$ cat src/rtl/tx_engine_pkg.sv
// Shared definitions for the tx_engine slice: default sizing, header
// encodings, header bit positions, FSM state and source-select types.
package tx_engine_pkg;

  localparam int TX_IO_BITS        = 2;
  localparam int TX_PAYLOAD_CYCLES = 8;
  localparam int TX_CMD_BITS       = 4;

  localparam logic [TX_CMD_BITS-1:0] TX_HEADER_READ_8   = 4'h0;
  localparam logic [TX_CMD_BITS-1:0] TX_HEADER_READ_16  = 4'h1;
  localparam logic [TX_CMD_BITS-1:0] TX_HEADER_WRITE_8  = 4'h2;
  localparam logic [TX_CMD_BITS-1:0] TX_HEADER_WRITE_16 = 4'h3;

  // bit0 selects a 16-bit access; bit1 marks a write (address then data)
  localparam int TX_HDR_BIT_16    = 0;
  localparam int TX_HDR_BIT_WRITE = 1;

  typedef enum logic [2:0] {
    ST_IDLE    = 3'd0,
    ST_START   = 3'd1,
    ST_HEADER  = 3'd2,
    ST_PAYLOAD = 3'd3,
    ST_GAP     = 3'd4
  } tx_state_e;

  typedef enum logic {
    SRC_PF = 1'b0,
    SRC_EX = 1'b1
  } tx_src_e;

endpackage

$ cat src/rtl/tx_arbiter.sv
// Fixed-priority accept logic for the two command sources; the execute
// unit wins when both request in the same cycle.
module tx_arbiter
  import tx_engine_pkg::*;
(
  input  logic    enable,
  input  logic    pf_valid,
  input  logic    ex_valid,
  output logic    pf_started,
  output logic    ex_started,
  output logic    accept,
  output tx_src_e sel
);

  always_comb begin
    ex_started = enable && ex_valid;
    pf_started = enable && pf_valid && !ex_valid;
    accept     = ex_started || pf_started;
    sel        = ex_valid ? SRC_EX : SRC_PF;
  end

endmodule

$ cat src/rtl/tx_engine.sv
// Serial transmit stage: accepts one command at a time and frames it as a
// start beat, LSB-first header chunks, one or two payloads and a gap beat.
module tx_engine #(
  parameter int IO_BITS        = tx_engine_pkg::TX_IO_BITS,
  parameter int PAYLOAD_CYCLES = tx_engine_pkg::TX_PAYLOAD_CYCLES,
  parameter int TX_CMD_BITS    = tx_engine_pkg::TX_CMD_BITS
) (
  input  logic                            clk,
  input  logic                            rst_n,
  input  logic                            hold,
  input  logic                            pf_cmd_valid,
  input  logic [TX_CMD_BITS-1:0]          pf_cmd,
  output logic                            pf_started,
  input  logic [IO_BITS-1:0]              pf_data,
  input  logic                            ex_cmd_valid,
  input  logic [TX_CMD_BITS-1:0]          ex_cmd,
  output logic                            ex_started,
  input  logic [IO_BITS-1:0]              ex_data,
  output logic                            tx_active,
  output logic                            tx_source,
  output logic                            tx_data_next,
  output logic [$clog2(PAYLOAD_CYCLES):0] tx_counter,
  output logic                            tx_done,
  output logic [IO_BITS-1:0]              tx_pins
);
  import tx_engine_pkg::*;

  localparam int HDR_BEATS = TX_CMD_BITS / IO_BITS;
  localparam int HDR_W     = (HDR_BEATS > 1) ? $clog2(HDR_BEATS) : 1;
  localparam int CNT_W     = $clog2(PAYLOAD_CYCLES) + 1;

  localparam logic [HDR_W-1:0] HDR_LAST   = HDR_W'(HDR_BEATS - 1);
  localparam logic [CNT_W-1:0] LAST_READ  = CNT_W'(PAYLOAD_CYCLES - 1);
  localparam logic [CNT_W-1:0] LAST_WRITE = CNT_W'(2 * PAYLOAD_CYCLES - 1);

  tx_state_e              state_q, state_d;
  tx_src_e                src_q, src_sel;
  logic [TX_CMD_BITS-1:0] shift_q, shift_d, cmd_sel;
  logic                   write_q;
  logic [HDR_W-1:0]       hdr_cnt_q, hdr_cnt_d;
  logic [CNT_W-1:0]       cnt_q, cnt_d, last_beat;
  logic [IO_BITS-1:0]     pin_d;
  logic                   accept, arb_enable;

  // Holding reset must also silence the combinational started pulses.
  assign arb_enable = rst_n && (state_q == ST_IDLE) && !hold;

  tx_arbiter u_arbiter (
    .enable     (arb_enable),
    .pf_valid   (pf_cmd_valid),
    .ex_valid   (ex_cmd_valid),
    .pf_started (pf_started),
    .ex_started (ex_started),
    .accept     (accept),
    .sel        (src_sel)
  );

  assign cmd_sel    = (src_sel == SRC_EX) ? ex_cmd : pf_cmd;
  assign last_beat  = write_q ? LAST_WRITE : LAST_READ;
  assign tx_source  = (src_q == SRC_EX);
  assign tx_counter = cnt_q;

  // NOTE: every signal written here gets a default first, so no branch
  // leaves one unassigned and no latch is inferred.
  always_comb begin
    state_d      = state_q;
    shift_d      = shift_q;
    hdr_cnt_d    = '0;
    cnt_d        = '0;
    pin_d        = '0;
    tx_active    = 1'b1;
    tx_data_next = 1'b0;
    tx_done      = 1'b0;

    case (state_q)
      ST_IDLE: begin
        tx_active = 1'b0;
        if (accept) state_d = ST_START;
      end
      ST_START: begin
        pin_d   = IO_BITS'(1);
        state_d = ST_HEADER;
      end
      ST_HEADER: begin
        pin_d   = shift_q[IO_BITS-1:0];
        shift_d = shift_q >> IO_BITS;
        if (hdr_cnt_q == HDR_LAST) state_d = ST_PAYLOAD;
        else                       hdr_cnt_d = hdr_cnt_q + 1'b1;
      end
      ST_PAYLOAD: begin
        tx_data_next = 1'b1;
        pin_d        = (src_q == SRC_EX) ? ex_data : pf_data;
        if (cnt_q == last_beat) begin
          tx_done = 1'b1;
          state_d = ST_GAP;
        end else begin
          cnt_d = cnt_q + 1'b1;
        end
      end
      ST_GAP: state_d = ST_IDLE;
      default: state_d = ST_IDLE;
    endcase
  end

  // NOTE: sequential state uses non-blocking assignments so every register
  // samples the values from before the edge.
  always_ff @(posedge clk or negedge rst_n) begin
    if (!rst_n) begin
      state_q   <= ST_IDLE;
      src_q     <= SRC_PF;
      shift_q   <= '0;
      write_q   <= 1'b0;
      hdr_cnt_q <= '0;
      cnt_q     <= '0;
      tx_pins   <= '0;
    end else begin
      state_q   <= state_d;
      hdr_cnt_q <= hdr_cnt_d;
      cnt_q     <= cnt_d;
      tx_pins   <= pin_d;
      if (accept) begin
        shift_q <= cmd_sel;
        write_q <= cmd_sel[TX_HDR_BIT_WRITE];
        src_q   <= src_sel;
      end else begin
        shift_q <= shift_d;
      end
    end
  end

endmodule

$ cat config.mk
export PLATFORM = sky130hd
export DESIGN_NAME = tx_engine
export DESIGN_NICKNAME = d
export VERILOG_FILES = /design/src/rtl/tx_engine_pkg.sv /design/src/rtl/tx_arbiter.sv /design/src/rtl/tx_engine.sv
export SDC_FILE = /design/constraint.sdc
export NUM_CORES = 1
export LEC_CHECK = 0
export ABC_AREA = 1
export CAP_MARGIN = 10
export CORE_UTILIZATION = 43
export DETAILED_ROUTE_END_ITERATION = 12
export PLACE_DENSITY = 0.75
export SETUP_SLACK_MARGIN = 0.02
export SLEW_MARGIN = 15
export SYNTH_ARGS = -nofsm -noshare
export SYNTH_HDL_FRONTEND = slang
export SYNTH_HIERARCHICAL = 1
export SYNTH_SLANG_ARGS = --single-unit
$ cat constraint.sdc
create_clock -name clk -period 2 [get_ports clk]
set_input_delay 0.6 -clock clk [delete_from_list [all_inputs] [get_ports clk]]
set_output_delay 0.6 -clock clk [all_outputs]
set_load 0.02 [all_outputs]
==> results.py <==
metrics = {
    "outcome": {
        "outcome": "finished, violations left",
        "violations": "negative setup slack",
    },
    "power_and_ir_drop": {
        "powerDensity_mw_per_mm2": 1120,
        "peakVddDrop_uv": 680,
        "p_leak_nw": 0.713,
    },
    "clock_tree": {
        "clk_pin_slew_worst_paths_ns": 0.10,
        "cts.path.max_buffers": 2,
        "cts_buffers": 3,
        "hold_buffers": 0,
        "insertion_delay_ns": 0.29,
        "cts-root-buf": "clkbuf_4",
        "cts_tree": "yes",
        "numClockSinks": 16,
        "htree_levels": 1,
    },
    "layout": {
        "fin_nets": 174,
        "fin_util": 0.760,
        "areaGrowthSynthToFinish_pct": 63.9,
        "multi_input_area_um2": 363,
        "antennaDiodeCount": 0,
        "final_area_mm2": 0.00134,
        "final.fill_count": 151,
        "regArea_um2": 400,
        "final_layout_size_suffix_gt1_frac": 0.310,
    },
    "synth": {
        "syn_area_per_cell_um2": 7.94,
        "synth.top_cell.area_share": 0.489,
        "async_flop_share": 1.00,
        "ys_warn_count": 6,
        "synth-seq-cells": 16,
        "synth_edf_count": 0,
        "synth_common_cells": "nand2_1 (25), dfrtp_1 (16), inv_1 (15)",
        "syn-num-nets": 121,
        "synth_ff_type": "dfrtp_1",
        "ys_seq_area_frac": 0.489,
        "netlist_area_um2": 818,
        "syn_inst": 103,
        "yosys-top-cells-area": "dfrtp_1 (49%), nand2_1 (11%), inv_1 (6.9%)",
        "ys_types": 22,
        "post-synth-top-area-cell": "dfrtp_1",
        "yosysMostFrequentCell": "nand2_1",
    },
    "timing": {
        "fin_ws_ns": -0.0485,
        "grt_setup_unrepaired": "yes",
        "worst_pin_slew_ns": 0.226,
        "fmaxAchievable_mhz": 488,
        "finClkSkew_ns": 0.00950,
        "fin_setup_tns_ns": -0.0617,
        "maxSlewHeadroom": 0.849,
        "setup_viol": 2,
        "drv_slew": 0,
        "report.final.hold_viol_count": 0,
        "period_share": 1.02,
        "whs_ns": 0.436,
        "min_period_ns": 2.05,
    },
    "critical_path": {
        "regToRegSetupSlack_ns": 0.23,
        "setup.worst_path.class": "reg -> out",
        "rr_worst_depth": 14,
        "cp_slowest_cell": "dfrtp_1",
        "path_delay_family": "simple AND/OR/NAND/NOR gates",
        "rr_endpoint": "state_q[1]$_DFFE_PN0P_",
        "critPathLaunchType": "register",
        "cp.arrival_ns": 1.45,
        "cp-end-kind": "primary output",
        "cp_num_buf_inv": 1,
        "crit_start": "state_q[0]$_DFFE_PN0P_",
        "path_depth": 6,
        "path_cells": "nor2_2 > nand2_2 > nor3b_2 > nand2_1 > nor2_2 > buf_6",
        "timing.rr.start": "state_q[0]$_DFFE_PN0P_",
        "critical-path-max-stage-delay_ns": 0.40,
        "cp_common_cell": "nor2_2",
        "path_max_fanout": 2,
        "critical_path_required_ns": 1.40,
        "endpoint": "pf_started",
    },
    "die": {
        "initial_core_util": 0.464,
        "dieHeight_um": 45.6,
        "die_w_um": 45.6,
        "coreArea_mm2": 0.00176,
        "placementRows": 15,
        "die_area_mm2": 0.00208,
        "ios": 29,
    },
    "detailed_routing": {
        "drc": 0,
        "ant_nets": 0,
        "avgViaCountPerCell": 4.55,
        "vias": 819,
        "routed_wl_mm": 1.86,
        "initialDrtViolationCount": 7,
        "firstDrtPassIters": 4,
        "wl_per_cell_um": 10.3,
    },
    "global_routing": {
        "use_met1": 0.242,
        "use_met3": 0.0397,
        "grt_pass1_vias": 718,
        "busiest_layer": "met2",
        "overflow": 0,
        "grt_pass1_wl_mm": 2.93,
        "grt_max_degree": 17,
        "met2_usage": 0.334,
        "grt_usage": 0.199,
        "antenna_found_initial": 0,
    },
    "worst_hold_path": {
        "min_path_type": "in -> async",
    },
    "placement": {
        "pre_cts_slack_ns": -0.781,
        "post-dp-hpwl_mm": 1.44,
        "io_buffers": 28,
        "dpl_cell_area_mm2": 0.00124,
        "gp_congestion": 0.813,
    },
    "flow_run": {
        "max_cap_violations": 0,
    },
}
==> layout by cell type (no fill, tap or decap), drive strengths merged <==
master / netlist / final
xor2: 1 / 1
clkbuf: 0 / 5
nor3b: 1 / 1
dfrtp: 16 / 16
o31ai: 1 / 1
dlygate4sd2: 0 / 2
clkinv: 1 / 1
nand3: 8 / 8
inv: 18 / 18
buf: 1 / 24
or2: 1 / 1
nand2: 27 / 27
o21ai: 8 / 8
nor3: 1 / 1
nor2: 15 / 15
dlymetal6s2s: 0 / 2
clkdlybuf4s15: 0 / 1
o211ai: 1 / 1
clkdlybuf4s50: 0 / 19
ha: 1 / 1
o22ai: 2 / 2
==> registers in the layout, summed over array words and instances (netlist names) <==
name and count:
write_q 1, hdr_cnt_q 1, tx_source 1, shift_q 4, tx_pins 2, state_q 3
tx_counter 4
==> power by group <==
group / switching [W] / internal, W / total, W / leakage, nW
combinational: 0.000431 / 0.000382 / 0.000812 / 0.482
sequential: 0.0000490 / 0.000432 / 0.000481 / 0.210
clock: 0.000103 / 0.000111 / 0.000214 / 0.0210
==> stage by stage <==
stage	std cells	power [W]
global placement	171	0.00125
finish	180	0.00151
floorplan	103	0.000894
detailed placement	171	0.00127
global route	180	0.00163
CTS	181	0.00149
==> worst min-delay path by stage <==
stage | endpoint | slack [ns]
after floorplan | hdr_cnt_q$_DFF_PN0_ | 0.30
after global placement | shift_q[1]$_DFFE_PN0P_ | 0.47
after detailed placement | shift_q[0]$_DFFE_PN0P_ | 0.47
after CTS | tx_counter[3]$_DFF_PN0_ | 0.44
after global routing | tx_counter[2]$_DFF_PN0_ | 0.44
final | shift_q[1]$_DFFE_PN0P_ | 0.44
==> cells by family (layout without fill, tap and decap cells) <==
group | Yosys count | count (layout) | share of synthesized area
AOI/OAI and AO/OA | 12 | 12 | 0.0826
xor gates and xnor gates | 1 | 1 | 0.0107
adders and majority gates | 1 | 1 | 0.0153
buffers and inverters | 20 | 72 | 0.0979
DFF | 16 | 16 | 0.489
and+or+nand+nor | 53 | 53 | 0.304
==> layer usage <==
metal  wire [µm]  share of wire
met3          90          0.048
met5           0              0
met1         805           0.43
met4          57          0.031
met2         906           0.49
==> area by class of cell <==
class	instances	share of cell area
repair buffers	49	0.325
flip-flops and latches	16	0.299
multi-input cells	67	0.271
inverters	19	0.0560
clock buffers	4	0.0271
well taps	25	0.0233
==> what timing repair did <==
item                       in CTS  in global routing
resized for setup              24                 12
buffers inserted                6                  1
pin swaps                       3                  7
setup endpoints to repair       5                 11
(Power assumes the default switching activity.)
